## src/rtl/gpu_instr_pkg.sv

```systemverilog
// Shared GPU instruction definitions: opcodes, frame geometry and receiver states.
// Latency: none (declarations only).
// Backpressure: none (declarations only). Optional macro: INSTR_CHECKSUM_EN adds the S_CHK state.
package gpu_instr_pkg;

    localparam int INSTR_W     = 32;
    localparam int FRAME_BYTES = 4;

    localparam logic [7:0] SET_BG_COLOR       = 8'h01;
    localparam logic [7:0] SET_RED_BG_COLOR   = 8'h02;
    localparam logic [7:0] SET_GREEN_BG_COLOR = 8'h03;
    localparam logic [7:0] SET_BLUE_BG_COLOR  = 8'h04;
    localparam logic [7:0] SET_BLACK_BG_COLOR = 8'h05;
    localparam logic [7:0] SET_WHITE_BG_COLOR = 8'h06;

    // One state per expected byte; S_CHK waits for the trailing XOR byte.
    typedef enum logic [2:0] {
        S_B0,
        S_B1,
        S_B2,
        S_B3
`ifdef INSTR_CHECKSUM_EN
        , S_CHK
`endif
    } rx_state_e;

endpackage

```

## src/rtl/frame_timer.sv

```systemverilog
// Inter-byte idle timer: counts clocks while a frame is in progress, pulses on expiry.
// Latency: o_expired is combinational from the count register (expires TIMEOUT_CYCLES-1 idle clocks after clear).
// Backpressure: none; i_clear always wins over expiry.
module frame_timer #(
    parameter int TIMEOUT_CYCLES = 1_000_000
) (
    input  logic i_clk,
    input  logic i_rst_n,
    input  logic i_clear,
    input  logic i_enable,
    output logic o_expired
);

    localparam int                CNT_W = (TIMEOUT_CYCLES > 2) ? $clog2(TIMEOUT_CYCLES) : 1;
    localparam logic [CNT_W-1:0] LAST  = CNT_W'(TIMEOUT_CYCLES - 1);

    logic [CNT_W-1:0] cnt_q, cnt_d;

    // Expiry is suppressed when a byte arrives the same cycle (clear has priority).
    assign o_expired = i_enable && !i_clear && (cnt_q == LAST);

    // Next count: restart on clear or expiry, otherwise advance while enabled.
    always_comb begin
        cnt_d = cnt_q;
        if (i_clear || o_expired) begin
            cnt_d = '0;
        end else if (i_enable) begin
            cnt_d = cnt_q + CNT_W'(1);
        end
    end

    // Count register.
    always_ff @(posedge i_clk or negedge i_rst_n) begin
        if (!i_rst_n) begin
            cnt_q <= '0;
        end else begin
            cnt_q <= cnt_d;
        end
    end

endmodule

```

## src/rtl/instruction_receiver.sv

```systemverilog
// Assembles little-endian 32-bit GPU instructions from a UART byte stream; drops stale partial frames.
// Latency: 1 clock from the final byte to o_instruction/o_instruction_ready.
// Backpressure: none; every valid byte is accepted. Optional macro: INSTR_CHECKSUM_EN (trailing XOR byte).
module instruction_receiver
    import gpu_instr_pkg::*;
#(
    parameter int TIMEOUT_CYCLES = 1_000_000
) (
    input  logic               i_clk,
    input  logic               i_rst_n,
    input  logic [7:0]         i_byte,
    input  logic               i_byte_valid,
    output logic [INSTR_W-1:0] o_instruction,
    output logic               o_instruction_ready,
    output logic               o_busy,
    output logic [7:0]         o_error_count
);

`ifdef INSTR_CHECKSUM_EN
    localparam int DATA_W = INSTR_W;
`else
    // The last byte goes straight to the output register, so only three are buffered.
    localparam int DATA_W = INSTR_W - 8;
`endif

    rx_state_e          state_q, state_d;
    logic [DATA_W-1:0]  data_q, data_d;
    logic [INSTR_W-1:0] instr_q, instr_d;
    logic               rdy_q, rdy_d;
    logic [7:0]         err_q, err_d;
    logic               err_inc;
    logic               expired;
`ifdef INSTR_CHECKSUM_EN
    logic [7:0]         chk_q, chk_d;
`endif

    frame_timer #(
        .TIMEOUT_CYCLES (TIMEOUT_CYCLES)
    ) u_frame_timer (
        .i_clk     (i_clk),
        .i_rst_n   (i_rst_n),
        .i_clear   (i_byte_valid || (state_q == S_B0)),
        .i_enable  (state_q != S_B0),
        .o_expired (expired)
    );

    assign o_instruction       = instr_q;
    assign o_instruction_ready = rdy_q;
    assign o_busy              = (state_q != S_B0);
    assign o_error_count       = err_q;

    // Byte placement, frame completion, timeout abort and error accounting.
    always_comb begin
        state_d = state_q;
        data_d  = data_q;
        instr_d = instr_q;
        rdy_d   = 1'b0;
        err_inc = 1'b0;
`ifdef INSTR_CHECKSUM_EN
        chk_d   = chk_q;
`endif
        if (i_byte_valid) begin
            case (state_q)
                S_B0: begin
                    data_d[7:0] = i_byte;
                    state_d     = S_B1;
`ifdef INSTR_CHECKSUM_EN
                    chk_d       = i_byte;
`endif
                end
                S_B1: begin
                    data_d[15:8] = i_byte;
                    state_d      = S_B2;
`ifdef INSTR_CHECKSUM_EN
                    chk_d        = chk_q ^ i_byte;
`endif
                end
                S_B2: begin
                    data_d[23:16] = i_byte;
                    state_d       = S_B3;
`ifdef INSTR_CHECKSUM_EN
                    chk_d         = chk_q ^ i_byte;
`endif
                end
                S_B3: begin
`ifdef INSTR_CHECKSUM_EN
                    data_d[31:24] = i_byte;
                    chk_d         = chk_q ^ i_byte;
                    state_d       = S_CHK;
`else
                    instr_d = {i_byte, data_q[23:0]};
                    rdy_d   = 1'b1;
                    state_d = S_B0;
`endif
                end
`ifdef INSTR_CHECKSUM_EN
                S_CHK: begin
                    if (i_byte == chk_q) begin
                        instr_d = data_q;
                        rdy_d   = 1'b1;
                    end else begin
                        err_inc = 1'b1;
                    end
                    state_d = S_B0;
                end
`endif
                default: state_d = S_B0;
            endcase
        end else if (expired) begin
            state_d = S_B0;
            err_inc = 1'b1;
        end
        err_d = (err_inc && (err_q != 8'hFF)) ? err_q + 8'd1 : err_q;
    end

    // State, assembly buffer and registered outputs.
    always_ff @(posedge i_clk or negedge i_rst_n) begin
        if (!i_rst_n) begin
            state_q <= S_B0;
            data_q  <= '0;
            instr_q <= '0;
            rdy_q   <= 1'b0;
            err_q   <= '0;
        end else begin
            state_q <= state_d;
            data_q  <= data_d;
            instr_q <= instr_d;
            rdy_q   <= rdy_d;
            err_q   <= err_d;
        end
    end

`ifdef INSTR_CHECKSUM_EN
    // Running XOR of the four payload bytes.
    always_ff @(posedge i_clk or negedge i_rst_n) begin
        if (!i_rst_n) begin
            chk_q <= '0;
        end else begin
            chk_q <= chk_d;
        end
    end
`endif

endmodule

```

## config.mk

```make
export PLATFORM = sky130hd
export DESIGN_NAME = instruction_receiver
export DESIGN_NICKNAME = d
export VERILOG_FILES = /design/src/rtl/gpu_instr_pkg.sv /design/src/rtl/frame_timer.sv /design/src/rtl/instruction_receiver.sv
export SDC_FILE = /design/constraint.sdc
export NUM_CORES = 1
export LEC_CHECK = 0
export BUFFER_PORTS_ARGS = -buffer_cell sky130_fd_sc_hd__clkbuf_2
export CAP_MARGIN = 20
export CORE_MARGIN = 1.5
export CORE_UTILIZATION = 50
export CTS_CLUSTER_DIAMETER = 30
export CTS_CLUSTER_SIZE = 28
export DETAILED_ROUTE_END_ITERATION = 8
export MAX_ROUTING_LAYER = met4
export PLACE_DENSITY = 0.69
export SLEW_MARGIN = 10
export SYNTH_ARGS = -nofsm -noshare
export SYNTH_HDL_FRONTEND = slang
export SYNTH_SLANG_ARGS = --single-unit
```

## constraint.sdc

```tcl
create_clock -name i_clk -period 2.89 [get_ports i_clk]
set_input_delay 0.4335 -clock i_clk [delete_from_list [all_inputs] [get_ports i_clk]]
set_output_delay 0.4335 -clock i_clk [all_outputs]
set_load 0.02 [all_outputs]
```

Word level (Yosys, flattened, before mapping)
Index checks and enable logic that the tools add are counted.
{"block": "op_classes", "addsub": 2, "multipliers": 0, "div": 0, "magnitude_cmp": 0, "eq_ne": 5, "shift": 0, "muxes": 9, "bitwise_logic": 0, "n_reduce_logical": 14}
{"cell": "two-way mux 20 bit", "n": 2}
{"cell": "adder 20 x 1 -> 20 bit (second input constant)", "n": 1}
{"cell": "equality test 20 bit (second input constant)", "n": 1}
{"cell": "adder 8 x 1 -> 8 bit (second input constant)", "n": 1}
{"cell": "!= test 8 bit (second input constant)", "n": 1}
{"cell": "AND reduction 2 bit", "n": 4}
{"cell": "equality test 3 x 2 -> 1 bit (second input constant)", "n": 2}
{"cell": "two-way mux 3 bit", "n": 2}
{"cell": "one-hot mux 2 bit (3 select lines)", "n": 1}
{"cell": "two-way mux 1 bit", "n": 4}
{"cell": "nonzero test 2 bit", "n": 2}
{"cell": "equality test 3 x 1 -> 1 bit (second input constant)", "n": 1}
{"cell": "logical AND 1 bit", "n": 3}
{"cell": "logical NOT 3 bit", "n": 1}
{"cell": "nonzero test 3 bit", "n": 1}
{"cell": "logical OR 1 bit", "n": 2}
{"cell": "logical NOT 1 bit", "n": 1}
{"block": "totals", "regBits": 88, "latch_bits": 0, "mem_bits_rw": 0, "rom_bits": 0, "input_bits": 11, "out_inout_bits": 42, "elab_cells": 38, "n_memories": 0}

Logic depth before layout (Yosys ltp)
{"block": "logic_depth", "ltp_word": 8, "mapped_depth": 8, "ltp_nobuf": 6}

Hierarchy
A second synthesis with hierarchy kept.
{"block": "hier_totals", "hier_cells": 285, "area_unflattened_um2": 3743.6}
{"module": "instruction_receiver", "instances": 1, "cells_each": 175, "area_per_inst_um2": 2697.6, "seq_area_each_um2": 1676.6}
{"module": "frame_timer", "instances": 1, "cells_each": 110, "area_per_inst_um2": 1046.0, "seq_area_each_um2": 500.5}

Worst setup path after synthesis
Ideal clock, no wire load.
{"block": "synth_path", "kind": "flip-flop to flip-flop", "start": "register u_frame_timer.cnt_q[0]", "end": "register u_frame_timer.cnt_q[18]", "setup_ns": 0.079, "arrival_ns": 1.934, "t_required_ns": 2.811, "setup_slack_ns": 0.877, "path_stages_with_launch": 7, "path_buffers": 1, "period_less_slack_ns": 2.013, "cell_sequence": "dfrtp_1 > ha_1 > nand2_1 > or4_1 > buf_2 > or4_1 > a21oi_1"}
{"block": "synth_between", "elab_chain_len": 4, "word_cells_on_any_way": 7, "cone_classes": "add/sub: 1; eq/ne: 1; mux: 2; reduce/logical: 3"}
{"element": "from (decl)", "line_no": "frame_timer.sv:17", "rtl": "logic [CNT_W-1:0] cnt_q, cnt_d;"}
{"element": "from (signal assigned)", "line_no": "frame_timer.sv:37", "rtl": "cnt_q <= cnt_d;"}
{"element": "branches (longest 4 deep; another with adder 20 x 1 -> 20 bit)"}
Several ways; the timed one is not identified. The select of a mux whose other input is x is not followed.
A chain may end at the register's enable or synchronous reset.

Final worst setup path
Ends and elaborated chain as after synthesis.

==> reports/metrics.yaml <==
synth:
  postSynth.asyncResetShare_pct: 100
  synth_top_cell_by_area: "dfrtp_1"
  synth_nets: 302
  synth_cell_type_count: 31
  synth_top_cell_area_share_pct: 59.4
  synth_edf_count: 0
  synthCells: 285
  syn_area_per_cell_sq_um: 12.9
  synth_top_flop_cell: "dfrtp_1"
  netlist_top_cells_area: "dfrtp_1 (59%), mux2_2 (19%), ha_1 (2.0%)"
  syn_area_sq_um: 3660
  synth-seq-cells: 87
  synth.yosys.seq_area_share_pct: 59.4
  yosys_warnings: 0
layout:
  fin_nets: 358
  multi_input_area_sq_um: 1410
  final_layout_size_suffix_gt1_share_pct: 39.0
  antenna_cells: 0
  areaGrowthSynthToFinish_pct: 15.3
  final_cell_mix: "dfrtp_1 (87), mux2_2 (61), clkbuf_2 (51)"
  area.sequential_sq_um: 2180
  final_common_cell: "dfrtp_1"
  nFillCells: 602
  utilization_pct: 58.8
  design_area_sq_um: 4220
sta:
  hold_slack_ps: 52.1
  slew_viol_final: 0
  period_share_pct: 75.9
  fin_crit_ps: 2190
  rsz0062_at_grt: "no"
  tns_ps: 0
  tightest_slew_ps: 540
  clock-skew-final_ps: 13.1
  setup_viol: 0
  relSlewSlack_pct: 64.0
  hold_viol: 0
  fin_ws_ps: 697
  max_freq_ghz: 0.456
power:
  pwr-share-comb_pct: 32.8
  p_clk_share_pct: 19.8
  seq_power_share_pct: 47.4
  irDropWorstVdd_mv: 0.537
  p_switching_mw: 1.34
  switching_share_pct: 34.4
  p_int_mw: 2.56
  power_per_cell_area_nw_per_um2: 923
  p_leak_nw: 1.90
die:
  die_x_microns: 88.6
  num_io_pins: 53
  die-area_sq_um: 7850
  placementRows: 31
  initial_core_util_pct: 51.0
  core_region_area_sq_um: 7180
  die_h_microns: 88.6
critical_path:
  critPathLaunchType: "flip-flop"
  r2r_cells: 5
  r2r_start: "u_frame_timer.cnt_q[0]"
  arrival_ps: 2470
  cp-end-kind: "flip-flop"
  crit_fanout: 7
  rr_endpoint: "u_frame_timer.cnt_q[18]"
  worstPathRequired_ps: 3170
  worstSetupPathType: "reg2reg"
  regToRegSetupSlack_ps: 700
placed_design:
  place.gp.congestion: 0.787
  io_buffers: 52
  placed_area_sq_um: 4040
  dp_hpwl_microns: 4240
  dpl_worst_slack_ps: 721
detailed_routing:
  drc: 0
  first_iter_violations: 99
  vias_per_cell: 5.25
  vias: 2338
  routed_wl_microns: 6280
  ant_nets: 0
  drt_pass1_iterations: 4
  routedWlPerCell_microns: 14.1
clocking:
  cts.repair.resized: 0
  cts-root-buf: "clkbuf_8"
  cts_buffers: 9
  path_clk_slew_ps: 90
  post-cts-setup-buffers: 0
  cts.htree.levels: 3
  cts.sinks: 87
  cts_tree: "built"
  clkLatencyLatePin_ps: 350
  ctsLongestPathBuffers: 2
  hold_buffers: 0
hold_path:
  hold_class: "in2async"
global_route:
  grt_max_degree: 47
  antenna_found_initial: 0
  grt_pass1_wl_microns: 10400
  grt_usage_pct: 18.2
  grt_pass1_vias: 2190
  grt_overflow: 0
run_status:
  status: "completed"
job:
  cap_violations: 0
[registers in the layout, indices dropped and copies added, names as in the netlist]
| signal | flops |
|---|---|
| u_frame_timer.cnt_q | 20 |
| o_error_count | 8 |
| o_instruction | 32 |
| state_q | 2 |
| data_q | 24 |
| o_instruction_ready | 1 |
[critical path: stages, from the launching register on]
cell and delay [ps]:
dfrtp_1 410, ha_1 220, nand2_1 170, or4_1 660, or4_1 510, a21oi_1 160
[area by class of cell]
| cell class | instances | area share (%) |
|---|---|---|
| flip-flops and latches | 87 | 51.6 |
| repair buffers | 55 | 7.05 |
| inverters | 9 | 0.800 |
| well taps | 99 | 2.93 |
| clock buffers | 10 | 3.02 |
| multi-input cells | 179 | 33.4 |
| clock inverters | 6 | 1.21 |
[how the worst max path moves through the flow]
stage / from / endpoint / slack (ps) / cells past startpoint
detailed placement: u_frame_timer.cnt_q[0] / u_frame_timer.cnt_q[18] / 720 / 5
global route: state_q[0] / o_error_count[1] / 560 / 6
CTS: u_frame_timer.cnt_q[0] / u_frame_timer.cnt_q[18] / 700 / 5
finish: u_frame_timer.cnt_q[0] / u_frame_timer.cnt_q[18] / 700 / 5
floorplan: u_frame_timer.cnt_q[0] / u_frame_timer.cnt_q[18] / 880 / 6
global placement: u_frame_timer.cnt_q[0] / u_frame_timer.cnt_q[18] / 780 / 5
[per-stage QoR]
stage                     power [mW]  instances
after floorplan                 2.74        285
after detailed placement        3.18        429
after global placement          3.13        429
after global routing            4.16        445
after CTS                       3.95        445
final                           3.90        445
[logic make-up (layout without fill, tap and decap cells)]
family          count (synthesis)  count (layout)  synth area share, %
xor+xnor                       13              13                 3.11
simple gates                   75              75                 11.1
compound gates                 24              24                 3.55
mux                            61              61                 18.8
buf+inv                        19              80                 2.02
fa+ha+maj                       6               6                 2.05
flops                          87              87                 59.4
[power by group through the flow]
| stage | registers (mW) | logic [mW] | clock network, mW |
|---|---|---|---|
| 5_1_grt | 1.92 | 1.40 | 0.842 |
| 3_5_place_dp | 1.88 | 1.30 | 0 |
| 3_3_place_gp | 1.86 | 1.27 | 0 |
| 2_1_floorplan | 2.13 | 0.613 | 0 |
| 4_1_cts | 1.85 | 1.30 | 0.796 |
| 6_report | 1.85 | 1.28 | 0.770 |
[cells in the mapped netlist, types with 2 or more instances]
master and number:
nor4_1 5, dfrtp_1 87, nand3_1 9, o31ai_1 3, ha_1 6, or4_1 6, or3_1 5, mux2_2 61
buf_1 2, nor3_1 11, xor2_1 6, buf_2 2, clkbuf_1 6, nor2_1 11, o21ai_0 12, xnor2_1 7
nand2_1 18, inv_1 9, a21oi_1 7
[layer usage]
metal,vias up,global-route usage (%),part of all wire [%]
met5,-,-,0
met4,0,5.54,1.4
met3,8,4.94,3.2
met2,37,27.6,48
met1,1162,24.1,48
li1,1131,-,-
Power figures use the tool's default switching activity.
